**config.mk**
```make
export PLATFORM = sky130hd
export DESIGN_NAME = systolic_ctrl
export DESIGN_NICKNAME = d
export VERILOG_FILES = /design/src/rtl/systolic_ctrl.sv
export SDC_FILE = /design/constraint.sdc
export NUM_CORES = 1
export LEC_CHECK = 0
export ABC_AREA = 1
export BUFFER_PORTS_ARGS = -buffer_cell sky130_fd_sc_hd__buf_2
export CAP_MARGIN = 40
export CORE_MARGIN = 10
export CORE_UTILIZATION = 44
export DETAILED_ROUTE_END_ITERATION = 10
export PLACE_DENSITY = 0.75
export SLEW_MARGIN = 0
export SYNTH_ARGS = -nofsm -noshare
export SYNTH_HDL_FRONTEND = slang
export SYNTH_SLANG_ARGS = --single-unit
```
**constraint.sdc**
```tcl
create_clock -name clk -period 1.2 [get_ports clk]
set_input_delay 0.06 -clock clk [delete_from_list [all_inputs] [get_ports clk]]
set_output_delay 0.06 -clock clk [all_outputs]
set_load 0.005 [all_outputs]
```
**src/rtl/systolic_ctrl.sv**
```systemverilog
// Sequencing controller for a SIZE x SIZE systolic MAC array.
// Clears the array, streams one column of A and one row of B per cycle from the operand
// buffers, skews each lane by its index with zero padding, then waits for the wavefront
// to drain before flagging the result as valid.
module systolic_ctrl #(
    parameter int unsigned SIZE = 4
) (
    input  logic                     clk,
    input  logic                     reset,
    input  logic                     start,
    output logic                     busy,
    output logic                     done,
    output logic                     result_valid,
    output logic                     rd_en,
    output logic [$clog2(SIZE)-1:0]  rd_addr,
    input  logic [8*SIZE-1:0]        a_col,
    input  logic [8*SIZE-1:0]        b_row,
    output logic                     arr_reset,
    output logic                     load_en,
    output logic                     mult_en,
    output logic                     acc_en,
    output logic [8*SIZE-1:0]        a_in,
    output logic [8*SIZE-1:0]        b_in
);

    localparam int unsigned AW = $clog2(SIZE);
    // Counter must reach 2*SIZE-1 for the drain phase.
    localparam int unsigned CW = $clog2(2 * SIZE);

    typedef enum logic [2:0] {
        StIdle,
        StClear,
        StFeed,
        StDrain,
        StDone
    } state_e;

    state_e          state_q;
    logic [CW-1:0]   cnt_q;
    logic            busy_q;
    logic            done_q;
    logic            rv_q;
    logic            rd_en_q;
    logic [AW-1:0]   rd_addr_q;
    logic            en_q;
    logic            vld_q;

    // Main sequencer: state, phase counter and all registered control outputs.
    always_ff @(posedge clk) begin
        if (reset) begin
            state_q   <= StIdle;
            cnt_q     <= '0;
            busy_q    <= 1'b0;
            done_q    <= 1'b0;
            rv_q      <= 1'b0;
            rd_en_q   <= 1'b0;
            rd_addr_q <= '0;
            en_q      <= 1'b0;
        end else begin
            done_q <= 1'b0;
            unique case (state_q)
                StIdle: begin
                    if (start) begin
                        state_q <= StClear;
                        cnt_q   <= '0;
                        busy_q  <= 1'b1;
                        rv_q    <= 1'b0;
                    end
                end
                StClear: begin
                    state_q   <= StFeed;
                    cnt_q     <= '0;
                    rd_en_q   <= 1'b1;
                    rd_addr_q <= '0;
                    en_q      <= 1'b1;
                end
                StFeed: begin
                    if (cnt_q == CW'(SIZE - 1)) begin
                        state_q   <= StDrain;
                        cnt_q     <= '0;
                        rd_en_q   <= 1'b0;
                        rd_addr_q <= '0;
                    end else begin
                        cnt_q     <= cnt_q + CW'(1);
                        rd_addr_q <= rd_addr_q + AW'(1);
                    end
                end
                StDrain: begin
                    if (cnt_q == CW'(2 * SIZE - 1)) begin
                        state_q <= StDone;
                        cnt_q   <= '0;
                        en_q    <= 1'b0;
                        done_q  <= 1'b1;
                        rv_q    <= 1'b1;
                    end else begin
                        cnt_q <= cnt_q + CW'(1);
                    end
                end
                StDone: begin
                    // A start seen here is dropped, not queued.
                    state_q <= StIdle;
                    cnt_q   <= '0;
                    busy_q  <= 1'b0;
                end
                default: begin
                    state_q <= StIdle;
                    cnt_q   <= '0;
                end
            endcase
        end
    end

    // Buffer read latency: operands on a_col/b_row are valid one cycle after rd_en.
    always_ff @(posedge clk) begin
        if (reset) begin
            vld_q <= 1'b0;
        end else begin
            vld_q <= rd_en_q;
        end
    end

    for (genvar i = 0; i < SIZE; i++) begin : g_lane
        if (i == 0) begin : g_direct
            assign a_in[7:0] = vld_q ? a_col[7:0] : 8'd0;
            assign b_in[7:0] = vld_q ? b_row[7:0] : 8'd0;
        end else begin : g_skew
            logic [7:0]   a_sr [i];
            logic [7:0]   b_sr [i];
            logic [i-1:0] v_sr;

            // Lane i delays data and valid by i cycles so the wavefront lines up diagonally.
            always_ff @(posedge clk) begin
                if (reset) begin
                    for (int s = 0; s < i; s++) begin
                        a_sr[s] <= 8'd0;
                        b_sr[s] <= 8'd0;
                    end
                    v_sr <= '0;
                end else begin
                    a_sr[0] <= a_col[8*i +: 8];
                    b_sr[0] <= b_row[8*i +: 8];
                    v_sr[0] <= vld_q;
                    for (int s = 1; s < i; s++) begin
                        a_sr[s] <= a_sr[s-1];
                        b_sr[s] <= b_sr[s-1];
                        v_sr[s] <= v_sr[s-1];
                    end
                end
            end

            // Zero padding keeps accumulation harmless while enables stay high.
            assign a_in[8*i +: 8] = v_sr[i-1] ? a_sr[i-1] : 8'd0;
            assign b_in[8*i +: 8] = v_sr[i-1] ? b_sr[i-1] : 8'd0;
        end
    end

    assign busy         = busy_q;
    assign done         = done_q;
    assign result_valid = rv_q;
    assign rd_en        = rd_en_q;
    assign rd_addr      = rd_addr_q;
    assign load_en      = en_q;
    assign mult_en      = en_q;
    assign acc_en       = en_q;
    assign arr_reset    = reset | (state_q == StClear);

endmodule

```
**Word-level counts from Yosys, hierarchy flattened**

Memory sizes are Yosys's and may differ from the RTL's.
Cells that the tools add are included.

- Add/sub/neg operators: 2
- Equality and inequality tests: 9
- Muxes and demuxes: 45
- Bitwise gates (word level): 12
- Reduce and logical (&&, ||, !) cells: 13

Operators by type and width:

| operator | count |
|---|---|
| two-way mux 8 bit | 20 |
| two-way mux 3 bit | 6 |
| OR reduction 8 bit | 2 |
| one-hot mux 3 bit (4 select lines) | 1 |
| two-way mux 1 bit | 11 |
| OR 1 bit | 11 |
| == test 3 x 2 -> 1 bit, second input constant | 3 |
| one-hot mux 3 bit (3 select lines) | 1 |
| one-hot mux 1 bit (2 select lines) | 4 |
| nonzero test 2 bit | 4 |
| == test 3 bit, second input constant | 2 |
| != test 2 bit, second input constant | 3 |
| AND reduction 2 bit | 3 |
| AND reduction 3 bit | 2 |
| one-hot mux 2 bit (2 select lines) | 1 |
| adder 3 x 1 -> 3 bit, second input constant | 1 |
| == test 3 x 1 -> 1 bit, second input constant | 1 |
| zero test 3 bit | 1 |
| adder 2 x 1 -> 2 bit, second input constant | 1 |
| two-way mux 2 bit | 1 |
| OR reduction 2 bit | 1 |
| inverter 1 bit | 1 |

- Flip-flop bits (word level): 20
- Bits in writable memories: 96
- Input port bits: 67
- Output and inout port bits: 74
- Logic and storage cells: 99
- Memories kept: 6

Memory list:

| memory | depth | width | read ports | clocked after Yosys merged registers in | write ports | RTL line | source |
|---|---|---|---|---|---|---|---|
| g_lane[3].g_skew.a_sr | 3 | 8 | 3 | 0 | 3 | 127 | `logic [7:0] a_sr [i];` |
| g_lane[3].g_skew.b_sr | 3 | 8 | 3 | 0 | 3 | 128 | `logic [7:0] b_sr [i];` |
| g_lane[2].g_skew.a_sr | 2 | 8 | 2 | 0 | 2 | 127 |  |
| g_lane[2].g_skew.b_sr | 2 | 8 | 2 | 0 | 2 | 128 |  |
| g_lane[1].g_skew.a_sr | 1 | 8 | 1 | 0 | 1 | 127 |  |
| g_lane[1].g_skew.b_sr | 1 | 8 | 1 | 0 | 1 | 128 |  |

**Longest topological paths before layout**

Gate-level depths: netlist of run 1.

- Word-level depth: 3
- Mapped depth: 7
- Mapped depth without buffers: 7

**Least setup slack after synthesis of run 1**

OpenSTA, ideal clock, no wires.

- Path type: reg-to-reg
- From: reg cnt_q[0]
- To: reg state_q[0]
- Setup time: 0.064 ns
- Arrival: 1.098 ns
- Path slack: 0.038 ns
- Cell stages (with the launch flop): 8
- Path buffers: 0
- Clock period less this slack: 1.162 ns
- Cells stage by stage: dfxtp_1 -> ha_1 -> ha_1 -> inv_1 -> nand3_1 -> nand3_1 -> nor2_1 -> nor2_1

- Cells in the longest elaborated chain, start to end: 3
- Elaborated cells between the ends (all ways): 5

Ends and longest elaborated chain:

| item | RTL line | source |
|---|---|---|
| start: declaration | 39 | `logic [CW-1:0] cnt_q;` |
| start signal: assignment | 84 | `cnt_q <= cnt_q + CW'(1);` |
| start signal: assignment | 96 | `cnt_q <= cnt_q + CW'(1);` |
| == test 3 bit / == test 3 x 2 -> 1 bit (equally long branches) | 89, 78 |  |
| != test 2 bit (no line) | n/a |  |
| AND reduction 3 bit (no line) (*) | n/a |  |
| end signal: assignment | 90 | `state_q <= StDone;` |
| end signal: assignment | 101 | `state_q <= StIdle;` |
| end signal: assignment | 106 | `state_q <= StIdle;` |
| end: declaration | 38 | `state_e state_q;` |

Mark *: on every way between the ends. The rest lies on a longest branch, timed or not.
A chain may end at the register's enable or synchronous reset.

**Worst setup path after layout of run 1**

- From: reg vld_q
- To: out a_in[7]

- Cells in the longest elaborated chain, start to end: 1

Ends and longest elaborated chain:

| item | RTL line | source |
|---|---|---|
| start: declaration | 46 | `logic vld_q;` |
| start signal: assignment | 118 | `vld_q <= rd_en_q;` |
| two-way mux 8 bit | 124 | `assign a_in[7:0] = vld_q ? a_col[7:0] : 8'd0;` |
| end: declaration | 22 | `output logic [8*SIZE-1:0] a_in,` |

Every way passes these cells.

==> summary.md, run 1 <==
| Metric | Value |
|---|---|
| Least-Margin Pin Slew | `403.3 ps` |
| Area leader, netlist | `dfxtp_1` |
| GRT Util Overall | `16.43%` |
| Ys Warns | `0` |
| Final core utilization | `74.29%` |
| Synth Area per Inst | `7.356 um^2` |
| Seq/Total Area, Yosys | `57.16%` |
| Worst-path clk slew | `50 ps` |
| Total vias in the final route | `3628` |
| DRT antenna net count | `0` |
| Hold Fails Final Rpt | `0` |
| Fmax | `0.7682 GHz` |
| Die width | `114.8 um` |
| Post-synth cell types | `15` |
| Most frequent cell after synthesis | `inv_1` |
| Static leakage power | `3.804 nW` |
| Fill count | `620` |
| Setup crit end kind | `output port` |
| Unrepaired setup endpoints after global routing | `true` |
| Routed WL | `11.50 mm` |
| CP cell instances | `buf_6, nand2_1, inv_1, buf_2` |
| Die area | `13190 um^2` |
| Core area | `8721 um^2` |
| Clock network latency to the later pin of the worst-skew pair | `490 ps` |
| Top post-synthesis cells by count | `inv_1, nor2_1, dfxtp_1` |
| Rows | `34` |
| Crit-path slowest cell | `dfxtp_4` |
| Syn Std Cell Area | `3958 um^2` |
| Final nets | `826` |
| Total power density per cell area | `1642 nW/um^2` |
| VDD IR max | `0.0009866 V` |
| Synthesized instance count | `538` |
| Crit Path Max Fanout | `8` |
| Clock Tree Buf Depth | `2` |
| Clock Skew | `7.493 ps` |
| Slew Limit Fails | `0` |
| Post-DP HPWL | `6.554 mm` |
| CP max stage delay | `370 ps` |
| Drt via density | `4.137` |
| Reg area | `2290 um^2` |
| Register bit total from synthesis | `113` |
| Area occupied by multi-input gates | `1127 um^2` |
| Initial Util | `45.38%` |
| P&R area growth vs syn | `63.71%` |
| Largest net degree at the start of global routing | `50` |
| Hold WC Path Type | `input pin to flip-flop` |
| Maximum capacitance violations | `0` |
| Placer Congestion | `0.7718` |
| WP data arrival | `1240 ps` |
| PortBufs | `140` |
| I/O pins | `141` |
| PnR worst setup slack | `-101.8 ps` |
| Drt wl/cell | `13.11 um` |
| TritonCTS clock tree | `built` |
| Synth area leaders | `dfxtp_1, inv_1, nor2_1, nand2_1, buf_2` |
| Post-synth EDFFs | `0` |
| # H-tree levels | `4` |
| Worst slew margin | `73.03%` |
| WP data required | `1140 ps` |
| GR Overflow Total | `0` |
| Status | `complete, but fails checks` |
| Initial antenna violation count | `1` |
| Top-area cell type share of the netlist area | `57.16%` |
| Initial drt markers | `171` |
| TritonCTS Buffers | `17` |
| First drt pass iteration count | `5` |
| Ys flop type | `dfxtp_1` |
| DRC viols | `0` |
| Fraction of registers with async set/reset | `0%` |
| Hold slack final | `68.75 ps` |
| First-pass GRT wire length | `17.57 mm` |
| Post-Syn Nets | `609` |
| Startpoint Class | `flip-flop` |
| Clock sinks | `113` |
| Final period utilization | `108.5%` |
| Setup violators final | `66` |
| Worst setup path class | `flip-flop to output port` |
| Failing checks | `negative setup slack` |
| Number of global-route vias before repair | `3733` |
| DP Area | `4790 um^2` |
| Die H | `114.8 um` |
| Clock Tree Root | `clkbuf_8` |
| Tmin final | `1302 ps` |
| Layout cell share with drive strength beyond 1 | `35.81%` |
| Layout Cell Area excl Fill | `6479 um^2` |
==> where the power goes <==
group	internal (mW)	total, mW	leakage (nW)	switching [mW]
Sequential	4.01	4.17	0.938	0.161
Combinational	0.765	1.53	2.57	0.770
Clock	3.32	4.93	0.292	1.61
Total	8.10	10.6	3.80	2.54
==> routing by layer <==
metal	routed length (um)	GRT usage [%]	up-vias
met5	0	0	-
met4	246	7.178	0
met3	678	5.781	22
met2	6322	29.92	118
met1	4251	16.49	1595
li1	-	-	1893
==> flip-flops by register name (all words and copies together), names as in the netlist <==
register            flops
result_valid            1
state_q                 3
done                    1
g_lane.g_skew.a_sr     48
g_lane.g_skew.b_sr     48
g_lane.g_skew.v_sr      3
acc_en                  1
rd_addr                 2
cnt_q                   3
busy                    1
rd_en                   1
vld_q                   1
==> final timing paths <==
check	start	endpoint	slack, ps	depth (start not counted)
worst min-delay path	reset	g_lane[2].g_skew.a_sr[0][2]$_SDFF_PP0_	70	3
worst max-delay path	vld_q$_SDFF_PP0_	a_in[7]	-100	4
worst max register to register	cnt_q[1]$_SDFFE_PP0P_	state_q[1]$_SDFFE_PP0P_	0	7
worst min register to register	g_lane[3].g_skew.b_sr[0][9]$_SDFF_PP0_	g_lane[3].g_skew.b_sr[0][17]$_SDFF_PP0_	400	2
==> timing repair <==
item,CTS,global route
buffers inserted,3,4
gates resized for setup,53,85
setup endpoints to repair,73,74
pin swaps,5,10
gates cloned,4,1
endpoints found under the hold margin,60,0
hold buffers,58,0
==> final cells by class <==
class	instances	area share [%]
Timing Repair Buffer	220	25.59
Tap cell	108	2.086
Multi-Input combinational cell	226	17.40
Sequential cell	113	35.34
Inverter	177	10.33
Antenna cell	1	0.03862
Clock inverter	9	2.009
Clock buffer	23	7.204
==> stage by stage <==
step | worst slack [ps] | power (mW) | std cells | setup TNS, ps
after floorplan | 37.90 | 4.766 | 538 | 0
after global placement | -25.24 | 5.122 | 774 | -39.78
after detailed placement | -76.61 | 5.170 | 774 | -268.8
after CTS | -83.56 | 10.40 | 871 | -4564
after global routing | -162.5 | 11.10 | 877 | -7740
final | -101.8 | 10.64 | 877 | -3433
==> worst max-delay path: cells and delay by family, from the launching register on <==
kind	cells	cell delay [ps]
flip-flops	1	370
buffers and inverters	3	330
AND/OR/NAND/NOR	1	50
==> layout by cell type, fill, tap and decap left out, types with 3 or more instances in the layout <==
master and count:
clkbuf_8 4, ha_4 3, clkinv_2 3, inv_1 151, nand2_4 6, nand3_1 7
nor2_1 113, clkbuf_1 3, a21oi_1 5, dlygate4sd3_1 58, clkbuf_16 16, buf_6 27
bufinv_16 3, dfxtp_1 103, nand2_1 45, buf_2 119, buf_12 4, dfxtp_2 4
buf_4 11, inv_2 24, dfxtp_4 6, o21ai_0 4, nand2_2 32
==> cells by family after synthesis <==
| kind of cell | count (synthesis) | synth area share (%) |
|---|---|---|
| and+or+nand+nor | 211 | 20.61 |
| buffers and inverters | 199 | 19.48 |
| DFF | 113 | 57.16 |
| AOI/OAI and AO/OA | 10 | 1.264 |
| adders and majority gates | 4 | 1.265 |
| xor gates and xnor gates | 1 | 0.2213 |
Note: power is estimated with default switching activity, not from simulation.
==> inputs of run 2 (changes only) <==
==> constraint.sdc (replaced) <==
create_clock -name clk -period 1.2 [get_ports clk]
set_input_delay 0.06 -clock clk [delete_from_list [all_inputs] [get_ports clk]]
set_output_delay 0.06 -clock clk [all_outputs]
set_load 0.01 [all_outputs]
==> run 2 against run 1 <==
Against the previous run: sequential share of layout area is 1.1 points lower; critical endpoint is now a_in[12]; clock skew is 4.0 ps higher; the flow still finishes with violations (negative setup slack); clock power is 1% lower; maximum frequency is 0.69% lower; die area stayed put; wire length is 8.7% higher; combinational power is 6% higher; critical path depth stayed put.
==> summary.md, run 2 (synthesis results as in run 1) <==
| Metric | Value |
|---|---|
| Status | `complete, but fails checks` |
| Failing checks | `negative setup slack` |
| Die H | `114.8 um` |
| Overall Power | `10.69 mW` |
| Layout Cell Area excl Fill | `6690 um^2` |
| Largest net degree at the start of global routing | `61` |
| Clock Tree Root | `clkbuf_8` |
| Static leakage power | `3.779 nW` |
| Hold slack final | `47.84 ps` |
| Seq pwr share | `39.2%` |
| Crit Reg-Reg Endpoint | `state_q[1]$_SDFFE_PP0P_` |
| CP max stage delay | `380 ps` |
| Die area | `13190 um^2` |
| Psw | `2.672 mW` |
| Hold Fails Final Rpt | `0` |
| Routed WL | `12.50 mm` |
| Slew Limit Fails | `0` |
| Worst-path clk slew | `50 ps` |
| P_int | `8.023 mW` |
| Most common cell after layout, fill and taps aside | `inv_1` |
| Clock group share of total power | `45.7%` |
| Final core utilization | `76.71%` |
| Die width | `114.8 um` |
| Total power density per cell area | `1599 nW/um^2` |
| Fmax | `0.7629 GHz` |
| DRT antenna net count | `0` |
| First-pass GRT wire length | `18.35 mm` |
| Layout cell share with drive strength beyond 1 | `41.05%` |
| DP Area | `4790 um^2` |
| Initial Util | `45.38%` |
| PortBufs | `140` |
| Core area | `8721 um^2` |
| Post-DP HPWL | `6.671 mm` |
| P&R area growth vs syn | `69.05%` |
| Total Neg Setup Slack | `-4790 ps` |
| Worst slew margin | `71.37%` |
| Least-Margin Pin Slew | `428.1 ps` |
| Initial drt markers | `156` |
| TritonCTS clock tree | `built` |
| Hold WC Path Type | `input pin to flip-flop` |
| Clock Skew | `11.52 ps` |
| Maximum capacitance violations | `0` |
| Cell Count, Final, Fillers Out | `874` |
| Reg area | `2290 um^2` |
| GR Overflow Total | `0` |
| Worst hold stages | `3` |
| Worst path bufs/invs | `3` |
| R2R Setup Slk | `-20 ps` |
| Crit Path Max Fanout | `6` |
| Crit-path slowest cell | `dfxtp_4` |
| PnR worst setup slack | `-110.8 ps` |
| Clock Tree Buf Depth | `2` |
| Place WS | `-137.6 ps` |
| Setup violators final | `66` |
| TritonCTS Buffers | `17` |
| Critical path's top delay family | `flip-flops` |
| WP data required | `1140 ps` |
| Setup crit end kind | `output port` |
| Largest regs | `g_lane.g_skew.a_sr x48, g_lane.g_skew.b_sr x48` |
| DRC viols | `0` |
| Clock network latency to the later pin of the worst-skew pair | `500 ps` |
| Final nets | `824` |
| Switching share of power | `24.98%` |
| Clock sinks | `113` |
| I/O pins | `141` |
| Unrepaired setup endpoints after global routing | `true` |
| Drt wl/cell | `14.31 um` |
| Tmin final | `1311 ps` |
| Worst Reg2Reg Path Length in Cells | `7` |
| WP data arrival | `1250 ps` |
| Worst setup path class | `flip-flop to output port` |
| Number of global-route vias before repair | `3919` |
| Rows | `34` |
| Hold_sp | `reset` |
| Worst Hold Path EP | `g_lane[3].g_skew.v_sr[1]$_SDFF_PP0_` |
| Startpoint Class | `flip-flop` |
| Fill count | `579` |
| Final period utilization | `109.2%` |
| Area occupied by multi-input gates | `1170 um^2` |
| Initial antenna violation count | `1` |
| Placer Congestion | `0.7954` |
| CP cell instances | `buf_6, nand2_1, inv_1, buf_2` |
| VDD IR max | `0.001071 V` |
| First drt pass iteration count | `5` |
| Total vias in the final route | `3809` |
| GRT Util Overall | `17.45%` |
| Gate power share | `15.1%` |
| Most frequent cells in the layout | `inv_1, nor2_1, dfxtp_1` |
| # H-tree levels | `4` |
| Drt via density | `4.358` |
| RR Startpoint | `cnt_q[0]$_SDFFE_PP0P_` |
| Placed Instances | `774` |
-- run 2: cell count changes in the layout (fill, tap and decap cells not counted), sizes merged --
cell         previous run  this run
clkinv                  5         6
clkbuf                 23        21
dlygate4sd3            58        55
buf                   162       163
-- run 2: how the worst max path moves through the flow --
stage | from | end | slack, ps | depth (start not counted)
2_1_floorplan | cnt_q[0]$_SDFFE_PP0P_ | state_q[0]$_SDFFE_PP0P_ | 40 | 7
3_5_place_dp | cnt_q[0]$_SDFFE_PP0P_ | state_q[1]$_SDFFE_PP0P_ | -140 | 7
3_3_place_gp | cnt_q[0]$_SDFFE_PP0P_ | cnt_q[0]$_SDFFE_PP0P_ | -20 | 7
4_1_cts | g_lane[2].g_skew.v_sr[0]$_SDFF_PP0_ | b_in[12] | -110 | 4
5_1_grt | g_lane[2].g_skew.v_sr[0]$_SDFF_PP0_ | b_in[14] | -170 | 4
6_report | g_lane[2].g_skew.v_sr[0]$_SDFF_PP0_ | a_in[12] | -110 | 4
-- run 2: per-layer routing --
metal | part of all wire, % | vias up | global-route usage (%)
met2 | 56 | 133 | 32.81
met5 | 0 | - | 0
met4 | 3.6 | 0 | 9.158
li1 | - | 1891 | -
met1 | 35 | 1751 | 16.76
met3 | 5.8 | 34 | 5.000
-- run 2: power by group through the flow --
stage	sequential (mW)	combinational (mW)	clock, mW
finish	4.19	1.62	4.88
CTS	4.16	1.33	4.98
global route	4.21	1.76	5.19
floorplan	4.20	0.617	0
detailed placement	4.20	1.04	0
global placement	4.19	0.990	0
-- run 2: layout make-up --
cell class              instances  area share, %
diodes                          1        0.03740
clock buffers                  21          6.714
clock inverters                10          2.020
inverters                     177          10.01
multi-input cells             226          17.49
flip-flops and latches        113          34.22
well taps                     108          2.020
repair buffers                218          27.49
-- run 2: worst min-delay path, stage by stage --
cell and delay, ps:
buf_4 170, buf_12 200, nor2_1 60
-- run 2: repair_timing --
action	CTS	global route
pin swaps	4	14
resized for setup	92	128
buffers inserted	4	4
endpoints found under the setup margin	72	76
hold endpoints to repair	59	0
hold buffers	55	0
cloned	5	0
==> inputs of run 3 (changes only) <==
- CORE_ASPECT_RATIO: not set -> 0.75
- CTS_CLUSTER_SIZE: not set -> 28
- SKIP_LAST_GASP: not set -> 1
==> run 3 against run 2 <==
Against the previous run: the flow still finishes with violations (negative setup slack); worst setup slack gained 16 ps; maximum frequency grew 1.2%; via count grew 0.13%; global-route usage shrank 0.52 points; wire length grew 4.5%; sequential power is essentially flat; critical endpoint is now rd_addr[0]$_SDFFE_PP0P_; largest cell class unchanged; largest power group unchanged.
==> summary.md, run 3 (synthesis results as in run 1) <==
| Metric | Value |
|---|---|
| Status | `complete, but fails checks` |
| Failing checks | `negative setup slack` |
| Clock Tree Buf Depth | `2` |
| PortBufs | `140` |
| Clock Tree Root | `clkbuf_16` |
| VDD IR max | `0.001095 V` |
| Placed Instances | `773` |
| CP max stage delay | `340 ps` |
| Worst Reg2Reg Path Length in Cells | `6` |
| PnR worst setup slack | `-94.68 ps` |
| R2R Setup Slk | `-90 ps` |
| Crit-path slowest cell | `dfxtp_2` |
| Final core utilization | `78.89%` |
| Largest regs | `g_lane.g_skew.a_sr x48, g_lane.g_skew.b_sr x48` |
| Cell Count, Final, Fillers Out | `874` |
| Clock sinks | `113` |
| Layout cell share with drive strength beyond 1 | `44.76%` |
| TritonCTS clock tree | `built` |
| Worst setup path class | `flip-flop to flip-flop` |
| Drt via density | `4.364` |
| Worst slew margin | `77.31%` |
| Fmax | `0.7724 GHz` |
| Most frequent cells in the layout | `inv_1, nor2_1, dfxtp_1` |
| GRT Util Overall | `16.94%` |
| Final nets | `822` |
| Total vias in the final route | `3814` |
| Clock Skew | `8.884 ps` |
| Slew Limit Fails | `0` |
| P&R area growth vs syn | `71.42%` |
| First-pass GRT wire length | `17.54 mm` |
| Hold WC Path Type | `input pin to flip-flop` |
| Most common cell after layout, fill and taps aside | `inv_1` |
| Final period utilization | `107.9%` |
| Unrepaired setup endpoints after global routing | `true` |
| # H-tree levels | `4` |
| Worst-path clk slew | `60 ps` |
| Initial drt markers | `215` |
| DRC viols | `0` |
| Largest net degree at the start of global routing | `56` |
| CP cell instances | `ha_4, ha_4, buf_4, nor2_1, nand2_1, a21oi_1` |
| Initial antenna violation count | `2` |
| Hold_sp | `reset` |
| Crit Reg-Reg Endpoint | `rd_addr[0]$_SDFFE_PP0P_` |
| Startpoint Class | `flip-flop` |
| Total power density per cell area | `1570 nW/um^2` |
| Tmin final | `1295 ps` |
| Setup crit end kind | `flip-flop` |
| Place WS | `-146.2 ps` |
| Cell mode on critical path | `ha_4` |
| Worst hold stages | `4` |
| Number of global-route vias before repair | `3740` |
| Static leakage power | `3.762 nW` |
| First drt pass iteration count | `4` |
| DRT antenna net count | `0` |
| RR Startpoint | `cnt_q[0]$_SDFFE_PP0P_` |
| TritonCTS Buffers | `17` |
| I/O pins | `141` |
| Core area | `8600 um^2` |
| Hold Fails Final Rpt | `0` |
| Worst Hold Path EP | `result_valid$_SDFFE_PP0P_` |
| Die area | `13230 um^2` |
| Routed WL | `13.07 mm` |
| Post-DP HPWL | `6.990 mm` |
| Placer Congestion | `0.8665` |
| Overall Power | `10.65 mW` |
| Drt wl/cell | `14.95 um` |
| Total Neg Setup Slack | `-551.7 ps` |
| Die H | `102.1 um` |
| Rows | `29` |
| Setup violators final | `19` |
| Least-Margin Pin Slew | `339.0 ps` |
| Clock network latency to the later pin of the worst-skew pair | `400 ps` |
| Maximum capacitance violations | `0` |
| WP data arrival | `1610 ps` |
| GR Overflow Total | `0` |
| WP data required | `1510 ps` |
| Die width | `129.5 um` |
| Crit Path Max Fanout | `3` |
| Initial Util | `46.02%` |
## run 3: cell count changes in the layout (fill, tap and decap cells not counted), moves of 5 or more
cell,delta
nand2_2,+12
nand2_1,-13
inv_1,-7
dlygate4sd3_1,-5
inv_2,+7
## run 3: repair_timing
item | in CTS | in global routing
endpoints found under the hold margin | 56 | 0
buffers inserted | 5 | 7
pin swaps | 6 | 17
setup endpoints to repair | 74 | 74
gates resized for setup | 54 | 207
gates cloned | 4 | 1
hold buffers | 50 | 0
## run 3: stage by stage
stage          cell area [um^2]  hold slack, ps
4_1_cts                    6087           62.39
5_1_grt                    6784           80.25
3_5_place_dp               4782           265.8
2_1_floorplan              3958           167.0
3_3_place_gp               4782           257.8
6_report                   6784           86.19
## run 3: final cells by class
type	count	area (um^2)
flip-flops and latches	113	2292
repair buffers	216	1849
fillers	517	1815
multi-input cells	226	1265
inverters	177	669.4
clock buffers	20	456.7
well taps	108	135.1
clock inverters	12	111.4
diodes	2	5.005
## run 3: per-layer routing
metal  part of all wire [%]  vias to the layer above  track usage, %
met5                      0                        -               0
met4                    3.0                        0           8.017
met3                    8.6                       28           6.984
met2                     52                      163           31.38
met1                     37                     1737           16.17
li1                       -                     1886               -
## run 3: how the worst max path moves through the flow
| stage | cells past startpoint | end | slack (ps) | startpoint |
|---|---|---|---|---|
| global route | 4 | b_in[5] | -100 | vld_q$_SDFF_PP0_ |
| CTS | 7 | state_q[0]$_SDFFE_PP0P_ | -30 | cnt_q[1]$_SDFFE_PP0P_ |
| floorplan | 7 | state_q[0]$_SDFFE_PP0P_ | 40 | cnt_q[0]$_SDFFE_PP0P_ |
| finish | 6 | rd_addr[0]$_SDFFE_PP0P_ | -90 | cnt_q[0]$_SDFFE_PP0P_ |
| global placement | 7 | cnt_q[0]$_SDFFE_PP0P_ | -5 | cnt_q[0]$_SDFFE_PP0P_ |
| detailed placement | 7 | state_q[1]$_SDFFE_PP0P_ | -150 | cnt_q[0]$_SDFFE_PP0P_ |
## run 3: worst max-delay path, delay by kind of cell, from the launching register on
kind	cells	cell delay, ps
AO/OA/AOI/OAI	1	200
buffers and inverters	1	130
flip-flops	1	340
AND/OR/NAND/NOR	2	170
adder cells (fa/ha/maj)	2	370
## run 3: report_power, final
part / total, mW / switching (mW) / internal [mW] / leakage (nW)
clock: 4.68 / 1.72 / 2.96 / 0.272
combinational: 1.78 / 0.952 / 0.824 / 2.55
sequential: 4.20 / 0.184 / 4.01 / 0.939
